## src/rtl/alu_flag_if.sv

```systemverilog
// Execute-to-flag-unit bundle: ALU results, branch requests, pipeline
// control, and the flag/branch/counter outputs back to the pipeline.
interface alu_flag_if;
  logic        ex_valid;
  logic [3:0]  alu_code;
  logic [15:0] alu_output;
  logic        overflow_flag;
  logic        zero_flag;
  logic        br_valid;
  logic [2:0]  br_ccc;
  logic        stall;
  logic        flush;
  logic        flag_n;
  logic        flag_z;
  logic        flag_v;
  logic        br_done;
  logic        br_taken;
  logic [15:0] upd_count;
  logic [15:0] taken_count;

  modport master (
    output ex_valid, alu_code, alu_output,
    output overflow_flag, zero_flag,
    output br_valid, br_ccc, stall, flush,
    input  flag_n, flag_z, flag_v,
    input  br_done, br_taken,
    input  upd_count, taken_count
  );

  modport slave (
    input  ex_valid, alu_code, alu_output,
    input  overflow_flag, zero_flag,
    input  br_valid, br_ccc, stall, flush,
    output flag_n, flag_z, flag_v,
    output br_done, br_taken,
    output upd_count, taken_count
  );
endinterface

```

## src/rtl/alu_flag_unit.sv

```systemverilog
// N/Z/V flag register with same-cycle bypassed branch resolver
// and saturating update/taken event counters.
module alu_flag_unit (
  input logic       clk,
  input logic       rst,
  alu_flag_if.slave bus
);
  typedef enum logic {IDLE, DONE} state_t;

  state_t      state;
  logic        n_q, z_q, v_q;
  logic        done_q, taken_q;
  logic [15:0] upd_q, tkn_q;

  logic accept, br_acc;
  logic wr_nzv, wr_z;
  logic eff_n, eff_z, eff_v;
  logic cond;

  assign accept = bus.ex_valid & ~bus.stall & ~bus.flush;
  assign br_acc = bus.br_valid & ~bus.stall & ~bus.flush;

  always_comb begin
    wr_nzv = 1'b0;
    wr_z   = 1'b0;
    if (accept) begin
      unique case (bus.alu_code)
        4'b0000, 4'b0001: begin
          wr_nzv = 1'b1;
          wr_z   = 1'b1;
        end
        4'b0010, 4'b0100,
        4'b0101, 4'b0110: wr_z = 1'b1;
        default: ;
      endcase
    end
  end

  // Branch sees the flag value being written this cycle, if any
  assign eff_n = wr_nzv ? bus.alu_output[15] : n_q;
  assign eff_z = wr_z   ? bus.zero_flag      : z_q;
  assign eff_v = wr_nzv ? bus.overflow_flag  : v_q;

  always_comb begin
    cond = 1'b0;
    unique case (bus.br_ccc)
      3'b000: cond = ~eff_z;
      3'b001: cond = eff_z;
      3'b010: cond = ~eff_z & ~eff_n;
      3'b011: cond = eff_n;
      3'b100: cond = eff_z | ~eff_n;
      3'b101: cond = eff_n | eff_z;
      3'b110: cond = eff_v;
      3'b111: cond = 1'b1;
      default: cond = 1'b0;
    endcase
  end

  always_ff @(posedge clk or posedge rst) begin
    if (rst) begin
      state   <= IDLE;
      n_q     <= 1'b0;
      z_q     <= 1'b0;
      v_q     <= 1'b0;
      done_q  <= 1'b0;
      taken_q <= 1'b0;
      upd_q   <= '0;
      tkn_q   <= '0;
    end else begin
      if (wr_nzv) begin
        n_q <= bus.alu_output[15];
        v_q <= bus.overflow_flag;
      end
      if (wr_z)
        z_q <= bus.zero_flag;
      if (wr_z && upd_q != 16'hFFFF)
        upd_q <= upd_q + 16'd1;
      if (br_acc && cond && tkn_q != 16'hFFFF)
        tkn_q <= tkn_q + 16'd1;
      done_q <= br_acc;
      if (br_acc)
        taken_q <= cond;
      unique case (state)
        IDLE: if (br_acc) state <= DONE;
        DONE: if (br_acc) state <= DONE;
              else if (!bus.stall) state <= IDLE;
        default: state <= IDLE;
      endcase
    end
  end

  assign bus.flag_n      = n_q;
  assign bus.flag_z      = z_q;
  assign bus.flag_v      = v_q;
  assign bus.br_done     = done_q;
  assign bus.br_taken    = taken_q;
  assign bus.upd_count   = upd_q;
  assign bus.taken_count = tkn_q;
endmodule

```

## src/flat_wrapper.sv

```systemverilog
// flat-port wrapper written by rule: the top's interface ports become plain ports
module alu_flag_unit_flat 
  (clk, rst, bus_ex_valid, bus_alu_code, bus_alu_output, bus_overflow_flag, bus_zero_flag, bus_br_valid, bus_br_ccc, bus_stall, bus_flush, bus_flag_n, bus_flag_z, bus_flag_v, bus_br_done, bus_br_taken, bus_upd_count, bus_taken_count);
  alu_flag_if bus_i ();
  input logic clk;
  input logic rst;
  input wire logic [$bits(bus_i.ex_valid)-1:0] bus_ex_valid;
  input wire logic [$bits(bus_i.alu_code)-1:0] bus_alu_code;
  input wire logic [$bits(bus_i.alu_output)-1:0] bus_alu_output;
  input wire logic [$bits(bus_i.overflow_flag)-1:0] bus_overflow_flag;
  input wire logic [$bits(bus_i.zero_flag)-1:0] bus_zero_flag;
  input wire logic [$bits(bus_i.br_valid)-1:0] bus_br_valid;
  input wire logic [$bits(bus_i.br_ccc)-1:0] bus_br_ccc;
  input wire logic [$bits(bus_i.stall)-1:0] bus_stall;
  input wire logic [$bits(bus_i.flush)-1:0] bus_flush;
  output wire logic [$bits(bus_i.flag_n)-1:0] bus_flag_n;
  output wire logic [$bits(bus_i.flag_z)-1:0] bus_flag_z;
  output wire logic [$bits(bus_i.flag_v)-1:0] bus_flag_v;
  output wire logic [$bits(bus_i.br_done)-1:0] bus_br_done;
  output wire logic [$bits(bus_i.br_taken)-1:0] bus_br_taken;
  output wire logic [$bits(bus_i.upd_count)-1:0] bus_upd_count;
  output wire logic [$bits(bus_i.taken_count)-1:0] bus_taken_count;
  assign bus_i.ex_valid = bus_ex_valid;
  assign bus_i.alu_code = bus_alu_code;
  assign bus_i.alu_output = bus_alu_output;
  assign bus_i.overflow_flag = bus_overflow_flag;
  assign bus_i.zero_flag = bus_zero_flag;
  assign bus_i.br_valid = bus_br_valid;
  assign bus_i.br_ccc = bus_br_ccc;
  assign bus_i.stall = bus_stall;
  assign bus_i.flush = bus_flush;
  assign bus_flag_n = bus_i.flag_n;
  assign bus_flag_z = bus_i.flag_z;
  assign bus_flag_v = bus_i.flag_v;
  assign bus_br_done = bus_i.br_done;
  assign bus_br_taken = bus_i.br_taken;
  assign bus_upd_count = bus_i.upd_count;
  assign bus_taken_count = bus_i.taken_count;
  alu_flag_unit u_core (.clk(clk), .rst(rst), .bus(bus_i));
endmodule
```

## config.mk

```make
export PLATFORM = sky130hd
export DESIGN_NAME = alu_flag_unit_flat
export DESIGN_NICKNAME = d
export VERILOG_FILES = /design/src/rtl/alu_flag_if.sv /design/src/rtl/alu_flag_unit.sv /design/src/flat_wrapper.sv
export SDC_FILE = /design/constraint.sdc
export NUM_CORES = 1
export LEC_CHECK = 0
export ABC_AREA = 1
export CAP_MARGIN = 20
export CORE_MARGIN = 2
export CORE_UTILIZATION = 45
export DETAILED_ROUTE_END_ITERATION = 8
export GPL_TIMING_DRIVEN = 1
export PLACE_DENSITY_LB_ADDON = 0.2
export SLEW_MARGIN = 0
export SYNTH_ARGS = -nofsm -noshare
export SYNTH_HDL_FRONTEND = slang
export SYNTH_SLANG_ARGS = --single-unit
```

## constraint.sdc

```tcl
create_clock -name clk -period 4.8 [get_ports clk]
set_clock_uncertainty 0.2 [all_clocks]
set_input_delay 0.96 -clock clk [delete_from_list [all_inputs] [get_ports clk]]
set_output_delay 0.96 -clock clk [all_outputs]
set_load 0.01 [all_outputs]
```

# After elaboration in Yosys (flattened, before gate mapping)
# Cells that the tools add are included.
classes:
  n_addsub: 2
  eq_ne: 14
  mux: 8
  n_bitwise: 11
  reduce_logical: 7
op_table:
  columns: ["op", "count"]
  rows:
  - ["$add A16 B1 Y16 const B", 2]
  - ["$ne A16 B16 Y1 const B", 2]
  - ["$eq A3 B3 Y1 const B", 4]
  - ["$eq A4 B3 Y1 const B", 3]
  - ["$pmux W1 S8", 1]
  - ["$mux W1", 7]
  - ["$eq A3 B2 Y1 const B", 2]
  - ["$reduce_or A6 Y1", 1]
  - ["$and A1 B1 Y1", 5]
  - ["$eq A4 B1 Y1 const B", 1]
  - ["$eq A4 B2 Y1 const B", 1]
  - ["$logic_not A4 Y1", 1]
  - ["$not A1 Y1", 4]
  - ["$eq A3 B1 Y1 const B", 1]
  - ["$logic_and A1 B1 Y1", 3]
  - ["$logic_not A3 Y1", 1]
  - ["$or A1 B1 Y1", 2]
  - ["$reduce_or A2 Y1", 1]
totals:
  reg_bits: 37
  inputBits: 31
  elab_cells: 49

# Longest topological paths before layout
# Gate-level depths: netlist (run 1).
depth:
  depth_word: 10
  ltp_mapped: 13
  mapped_depth_nobuf: 12

# Worst setup path after synthesis (run 1)
# OpenSTA, ideal clock, no wires.
synth_path:
  kind: "input to register"
  startpoint: "in bus_stall"
  endpoint: "reg u_core.tkn_q[11] (netlist: u_core.bus.taken_count[11])"
  setup_ns: 0.118
  arrival_time_ns: 1.970
  required_time_ns: 4.482
  setup_slack_ns: 2.512
  stages: 13
  n_path_buf: 1
  path_cell_list: "inv_2 > nand2_2 > nor2_4 > nand2_1 > nand2_1 > nand2_1 > o21ai_2 > nand2_2 > nand3_4 > nand3_4 > buf_6 > nand2_1 > nand2_1"
synth_between:
  elab_chain_cells: 10
  word_cells_on_any_way: 18
  classes_between: "6 x mux; 10 x bitwise; 2 x reduce/logical"
synth_lines:
  columns: ["item", "line", "source"]
  rows:
  - ["start, declared", "flat_wrapper.sv:14", "input wire logic [$bits(bus_i.stall)-1:0] bus_stall;"]
  - ["$not A1 Y1 *", "alu_flag_unit.sv:20, alu_flag_unit.sv:21", null]
  - ["$and A1 B1 Y1 (2 in series)", "alu_flag_unit.sv:20", "assign accept = bus.ex_valid & ~bus.stall & ~bus.flush;"]
  - ["$mux W1", "alu_flag_unit.sv:26", "if (accept) begin"]
  - ["$mux W1, on equally long branches", "alu_flag_unit.sv:40, alu_flag_unit.sv:41", null]
  - ["$not A1 Y1, on equally long branches", "alu_flag_unit.sv:49, alu_flag_unit.sv:51, alu_flag_unit.sv:47", null]
  - ["$or A1 B1 Y1 / $and A1 B1 Y1 (equally long branches)", "alu_flag_unit.sv:51, alu_flag_unit.sv:49", null]
  - ["$pmux W1 S8", "alu_flag_unit.sv:46", "unique case (bus.br_ccc)"]
  - ["$logic_and A1 B1 Y1 * (2 in series)", "alu_flag_unit.sv:78", "if (br_acc && cond && tkn_q != 16'hFFFF)"]
  - ["end signal, assigned", "alu_flag_unit.sv:79", "tkn_q <= tkn_q + 16'd1;"]
  - ["end, declared", "alu_flag_unit.sv:13", "logic [15:0] upd_q, tkn_q;"]
# Every way passes the cells marked *; elsewhere a longest branch is shown, timed or not.
# A chain may end at the register's enable or synchronous reset.

# Final worst setup path (run 1)
layout_path:
  startpoint: "in bus_ex_valid"
  endpoint: "reg u_core.tkn_q[0] (netlist: u_core.bus.taken_count[0])"
layout_between:
  elab_chain_cells: 9
  word_cells_on_any_way: 15
  classes_between: "6 x mux; 7 x bitwise; 2 x reduce/logical"
layout_lines:
  columns: ["item", "line", "source"]
  rows:
  - ["start, declared", "flat_wrapper.sv:7", "input wire logic [$bits(bus_i.ex_valid)-1:0] bus_ex_valid;"]
  - ["$and A1 B1 Y1 * (2 in series)", "alu_flag_unit.sv:20", null]
  - ["$mux W1", "alu_flag_unit.sv:26", null]
  - ["$mux W1, on equally long branches", "alu_flag_unit.sv:40, alu_flag_unit.sv:41", null]
  - ["$not A1 Y1, on equally long branches", "alu_flag_unit.sv:49, alu_flag_unit.sv:51, alu_flag_unit.sv:47", null]
  - ["$or A1 B1 Y1 / $and A1 B1 Y1 (equally long branches)", "alu_flag_unit.sv:51, alu_flag_unit.sv:49", null]
  - ["$pmux W1 S8 *", "alu_flag_unit.sv:46", null]
  - ["$logic_and A1 B1 Y1 * (2 in series)", "alu_flag_unit.sv:78", null]
# Marked as above.

==> run metrics, run 1 <==
outcome completed; FF-to-FF path depth 7; Setup crit start kind input pin; Ys Warns 0; max incr delay on CP roughly 470 ps; sw frac 0.3126; via count 2,015; layout cells sized above 1 0.08284; CP max FO 18; hold endpoint u_core.bus.taken_count[15]; count leader, synth nand2_1; FF-to-FF setup slack 2820 ps; kind of end point of the critical path flop; Inserted Clock Buffers 5; Power Density between 200 and 300 nW/um^2; RSZ-0062 raised after global routing no; initial antenna violation count 0; # H-tree levels 2; antenna fix cells 0; Clock Power Share 0.282; critical path, cell by cell clkdlybuf4s50_1, nand2_2, nor2_4, nand3_1, nand2_1, o21ai_1, inv_2, nand3_4, nand2_1, nand2_1; final hold vios 0; Starting Density 0.4679; Slowest-stage cell, CP clkdlybuf4s50_1; drc violations 0; pre-CTS setup slack 1800 ps; Nets 370; pin count of the biggest net entering global routing 24; global route overflow 0; Area Growth Syn to Fin 30.65%; Worst-path clk slew 70 ps; largest cells by area after synthesis dfrtp_1 42%, nand2_1 14%, xor2_1 8.7%; Pint a little under 0.6 mW; Clock Sink Count 37; combinational share of power 0.254; first-pass GRT wire length 8411 um; Net Sw Power 0.2684 mW; placed cell areas between 2000 and 3000 sq um; post-DP HPWL 3618 um; die extent in y 74.31 um; CTS Hold Bufs 0; Crit path top cell by count nand2_1; Hold Path Cell Cnt 2; Syn Std Cell Area roughly 2200 sq um; worst hold start u_core.bus.taken_count[15]; largest family of logic cells by synthesized area simple AND/OR/NAND/NOR gates; Crit path arrival time 2680 ps; XOR/XNOR Fraction of Synth Area 0.1102; Tcrit/Tclk final 0.5619; Worst Setup Slack, final 2103 ps; Design Area, Final 2907 sq um; syn avg cell area 7.889 sq um; Compound-Gate Fraction of Synth Area 0.01744; CP Buf/Inv Count 2; Critical R2R Launch u_core.bus.taken_count[0]; Slew @ Worst Pin 917.4 ps; CTS tree yes; DR WL/cell 12.18 um; Lkg Pwr 1.355 nW; Max-cap violations 0; Worst path depth 10; via density per instance roughly 5; ANT nets after route 0; achievable frequency 370.8 MHz; I/O pin cnt between 60 and 70; Post-CTS Setup Inserts 0; sum of negative setup slack 0 ps; final worst path period need 2697 ps; top cell family by delay on the critical path simple AND/OR/NAND/NOR gates; # rows 25; commonest cells in the netlist 81 x nand2_1, 37 x dfrtp_1, 34 x inv_1; fin. max-slew vios 0; Seq/Total Area, Yosys 0.4162; Finished Core Util 0.6113; Hold WS 306.1 ps; Synth Area in Simple Gates 0.3684; drt total wl 4934 um; CP Data Required Time 4780 ps; top_reg_cell synth dfrtp_1; post-synth top area cell dfrtp_1; top cell type's share of synthesized area 0.4162; port bufs 52; Synth Register Bits 37; Syn Inst Count 282; CP Class in2reg; Tot GR Track Use 0.1992; share of power burned in registers 0.465; reg-to-reg endpoint u_core.bus.taken_count[7]; Worst-Skew Late Latency 290 ps; routability congestion estimate 0.8976; core area 4755 sq um; Setup violations, final 0; Root Buffer clkbuf_8; HP Class reg2reg; Worst VDD drop approximately 190 uV; EDFF count, synth 0; synth unique cells 28; Slew HR 0.3877; Post-synth ARST share 1.000; Clock Path Buffers 2; die area 5522 sq um; post-synthesis mux area share 0; 1st-iter DRT viols 184; DIE WIDTH around 74 um; Synth Area in Adders 0.01125; vias in the first global route approximately 1,800; drt first pass iters 4; Synth Net Count 315; # resized after CTS 0
==> flip-flops by register name, indices dropped and copies added, names as in the netlist <==
signal	flops
u_core.bus.br_done	1
u_core.bus.upd_count	16
u_core.bus.flag_z	1
u_core.bus.flag_v	1
u_core.bus.flag_n	1
u_core.bus.br_taken	1
u_core.bus.taken_count	16
==> area by class of cell <==
| type | count | area (sq um) |
|---|---|---|
| Fill cell | 464 | 1848 |
| Clock buffer | 7 | 96.34 |
| Sequential cell | 37 | 925.9 |
| Tap cell | 67 | 83.83 |
| Multi-Input combinational cell | 203 | 1129 |
| Timing Repair Buffer | 53 | 528.0 |
| Clock inverter | 1 | 5.005 |
| Inverter | 37 | 138.9 |
==> power groups by stage <==
stage          sequential (mW)  clock, mW  combinational (mW)
2_1_floorplan            0.407          0               0.101
4_1_cts                  0.399      0.247               0.221
3_3_place_gp             0.403          0               0.213
6_report                 0.399      0.242               0.218
5_1_grt                  0.405      0.262               0.244
3_5_place_dp             0.405          0               0.219
==> per-layer routing <==
| metal | vias to the layer above | global-route usage | share of wire |
|---|---|---|---|
| met5 | - | 0 | 0 |
| met4 | 0 | 0.06944 | 0.0099 |
| met3 | 5 | 0.05420 | 0.048 |
| met2 | 62 | 0.3046 | 0.46 |
| met1 | 932 | 0.2741 | 0.48 |
| li1 | 1016 | - | - |
==> placed cells by master, fill, tap and decap left out <==
cell	instances
a21oi_1	1
and2_1	1
buf_4	1
clkbuf_8	7
clkdlybuf4s50_1	52
clkinv_2	1
dfrtp_1	37
ha_1	2
inv_1	34
inv_2	3
nand2_1	81
nand2_2	4
nand2_4	1
nand3_1	20
nand3_2	1
nand3_4	2
nand3b_1	1
nand4_1	22
nand4_4	1
nor2_1	18
nor2_2	3
nor2_4	2
nor3_1	6
nor3_2	1
nor4_1	2
o21ai_0	4
o21ai_1	1
o21ai_2	1
xnor2_1	6
xor2_1	22
==> worst max-delay path by stage <==
stage	start	to	slack (ps)
after floorplan	bus_stall	u_core.bus.taken_count[11]	2510
after global routing	bus_ex_valid	u_core.bus.taken_count[6]	1920
final	bus_ex_valid	u_core.bus.taken_count[0]	2100
after CTS	bus_ex_valid	u_core.bus.taken_count[0]	2110
after detailed placement	bus_ex_valid	u_core.bus.taken_count[0]	1800
after global placement	bus_ex_valid	u_core.bus.taken_count[15]	1830
==> stage by stage <==
step	total power [mW]	cells
floorplan	0.5083	282
global placement	0.6161	397
detailed placement	0.6234	397
CTS	0.8666	405
global route	0.9116	405
finish	0.8586	405
==> worst reg2reg max path, stage by stage (launching register included) <==
cell and delay (ps):
dfrtp_1 470, ha_1 300, nand2_2 130, nor2_4 110, nand4_4 250, nand3_4 310
nand2_1 90, nand2_1 60
==> cells by family (layout without fill, tap and decap cells) <==
logic type                 after synthesis  in the layout
AOI/OAI and AO/OA                        7              7
buffers and inverters                   42             98
and+or+nand+nor                        166            166
DFF                                     37             37
xor gates and xnor gates                28             28
adders and majority gates                2              2
(Power assumes the default switching activity.)
==> run 2: changes to the inputs <==
--- a/config.mk
+++ b/config.mk
@@ -8,7 +8,7 @@
 export ABC_AREA = 1
 export CAP_MARGIN = 20
 export CORE_MARGIN = 2
-export CORE_UTILIZATION = 45
+export CORE_UTILIZATION = 42
 export DETAILED_ROUTE_END_ITERATION = 8
 export GPL_TIMING_DRIVEN = 1
 export PLACE_DENSITY_LB_ADDON = 0.2
==> constraint.sdc (replaced) <==
create_clock -name clk -period 2.4 [get_ports clk]
set_clock_uncertainty 0.2 [all_clocks]
set_input_delay 0.48 -clock clk [delete_from_list [all_inputs] [get_ports clk]]
set_output_delay 0.48 -clock clk [all_outputs]
set_load 0.01 [all_outputs]
==> run metrics, run 2 (synthesis results as in run 1) <==
Lkg Pwr 1.380 nW (+1.8%); # H-tree levels 2 (unchanged); die extent in y 76.78 um (+3.3%); most frequent cells in the layout 81 x nand2_1, 52 x clkdlybuf4s50_1, 37 x dfrtp_1; Setup crit start kind input pin; Hold WS 309.2 ps (+3.083 ps); DR WL/cell 12.00 um (-1.5%); drc violations 0 (unchanged); commonest non-fill, non-tap cell in the layout nand2_1; pin count of the biggest net entering global routing 38 (+58%); post-DP HPWL 3672 um (+1.5%); Tot GR Track Use 0.1826 (-0.01664); CTS tree yes; Worst path depth 12 (+2); placed cell areas 2846 sq um (+1.5%); CP Buf/Inv Count 3 (+1); routability congestion estimate 0.8708 (-3.0%); Tcrit/Tclk final 0.8570; drt first pass iters 5 (+1); Worst-Skew Late Latency 290 ps (about the same); HP Class reg2reg; # resized after CTS 0 (unchanged); outcome completed; port bufs 52 (unchanged); Clock Sink Count 37 (unchanged); DIE WIDTH 76.78 um (+3.3%); Power Density 584.0 nW/um^2 (+98%); via count 2,033 (+0.89%); vias in the first global route 1,853 (+0.82%); critical path, cell by cell clkdlybuf4s50_1, inv_1, nand2_1, nor2_1, nand2_1, nand2_1, nand2_1, nand3_1, nand3_4, buf_4, nand4_1, nand2_1; FF-to-FF path depth 7 (unchanged); Clock Path Buffers 2 (unchanged); Finished Core Util 0.5772 (-0.03415); kind of end point of the critical path flop; achievable frequency 486.2 MHz; global route overflow 0 (unchanged); final worst path period need roughly 2000 ps; Inserted Clock Buffers 5 (unchanged); CP Data Required Time 2380 ps (-2400 ps); I/O pin cnt 68 (unchanged); Crit path arrival time 2040 ps (-640 ps); CTS Hold Bufs 0 (unchanged); sum of negative setup slack 0 ps (unchanged); Max-cap violations 0 (unchanged); fin. max-slew vios 0 (unchanged); top cell family by delay on the critical path simple AND/OR/NAND/NOR gates; final hold vios 0 (unchanged); Starting Density 0.4356 (-0.03232); 1st-iter DRT viols 95 (-48%); first-pass GRT wire length 8659 um (+2.9%); core area 5107 sq um (+7.4%); CP max FO 16 (-2); Slowest-stage cell, CP clkdlybuf4s50_1; # rows 26 (+4.0%); RSZ-0062 raised after global routing no; Post-CTS Setup Inserts 0 (unchanged); Slew @ Worst Pin 477.1 ps (-440.2 ps); die area 5895 sq um (+6.8%); ANT nets after route 0 (unchanged); Area Growth Syn to Fin 32.51%; layout cells sized above 1 0.09621 (+0.01337); Worst-path clk slew 80 ps (about the same); Setup violations, final 0 (unchanged); Nets 375 (+1.4%); initial antenna violation count 0 (unchanged); drt total wl 4957 um (+0.47%); Design Area, Final 2948 sq um (+1.4%); via density per instance 4.923 (-1.1%); CP Class in2reg; Root Buffer clkbuf_8; Power, Total 1.722 mW (+100%); max incr delay on CP 420 ps (-50 ps); Slew HR 0.6819 (+0.2942); Hold Path Cell Cnt 2 (unchanged); antenna fix cells 0 (unchanged); Worst VDD drop 324.1 uV (+74%); Crit path top cell by count nand2_1
[run 2: changes by cell type in the layout (fill, tap and decap cells not counted)]
cell | before | now
buf_4 | 1 | 6
[run 2: path summary, 6_finish.rpt]
path | startpoint | end | slack (ps)
worst max-delay path | bus_alu_code[3] | u_core.bus.taken_count[9] | 340
worst min-delay path | u_core.bus.taken_count[15] | u_core.bus.taken_count[15] | 310
worst max register to register | u_core.bus.taken_count[0] | u_core.bus.taken_count[2] | 430
worst min register to register | u_core.bus.taken_count[15] | u_core.bus.taken_count[15] | 310
max in group asynchronous | rst | u_core.bus.taken_count[0] | 1260
min in group asynchronous | rst | u_core.bus.upd_count[12] | 390
[run 2: area by class of cell]
type,count,area (sq um)
inverters,37,138.9
flip-flops and latches,37,925.9
clock buffers,7,96.34
well taps,70,87.58
multi-input cells,203,1129
clock inverters,1,5.005
fillers,499,2160
repair buffers,58,565.5
[run 2: metrics by stage]
step / cells / setup WS (ps)
after floorplan: 282 / 592.4
after global placement: 405 / 77.28
after detailed placement: 405 / 47.68
after CTS: 413 / 329.4
after global routing: 413 / 169.2
final: 413 / 343.3
[run 2: report_power, final]
group          total [mW]  internal (mW)  switching, mW
Clock               0.488          0.260          0.228
Combinational       0.437          0.230          0.207
Sequential          0.796          0.696          0.100
[run 2: per-layer routing]
layer	up-vias	wire, um	global-route usage
li1	1021	-	-
met1	947	2350	0.2455
met2	61	2279	0.2833
met3	4	268	0.04471
met4	0	59	0.07091
met5	-	0	0
[run 2: tightest hold or removal path, delay by kind of cell (launching register included)]
kind,cells,cell delay [ps]
flip-flops,1,370
AND/OR/NAND/NOR,2,110
==> run 3: changes to the inputs <==
--- a/config.mk
+++ b/config.mk
@@ -12,6 +12,7 @@
 export DETAILED_ROUTE_END_ITERATION = 8
 export GPL_TIMING_DRIVEN = 1
 export PLACE_DENSITY_LB_ADDON = 0.2
+export SKIP_CTS_REPAIR_TIMING = 1
 export SLEW_MARGIN = 0
 export SYNTH_ARGS = -nofsm -noshare
 export SYNTH_HDL_FRONTEND = slang
==> results of run 3 <==
No change in the layout: final DEF, timing and power equal those of run 2.
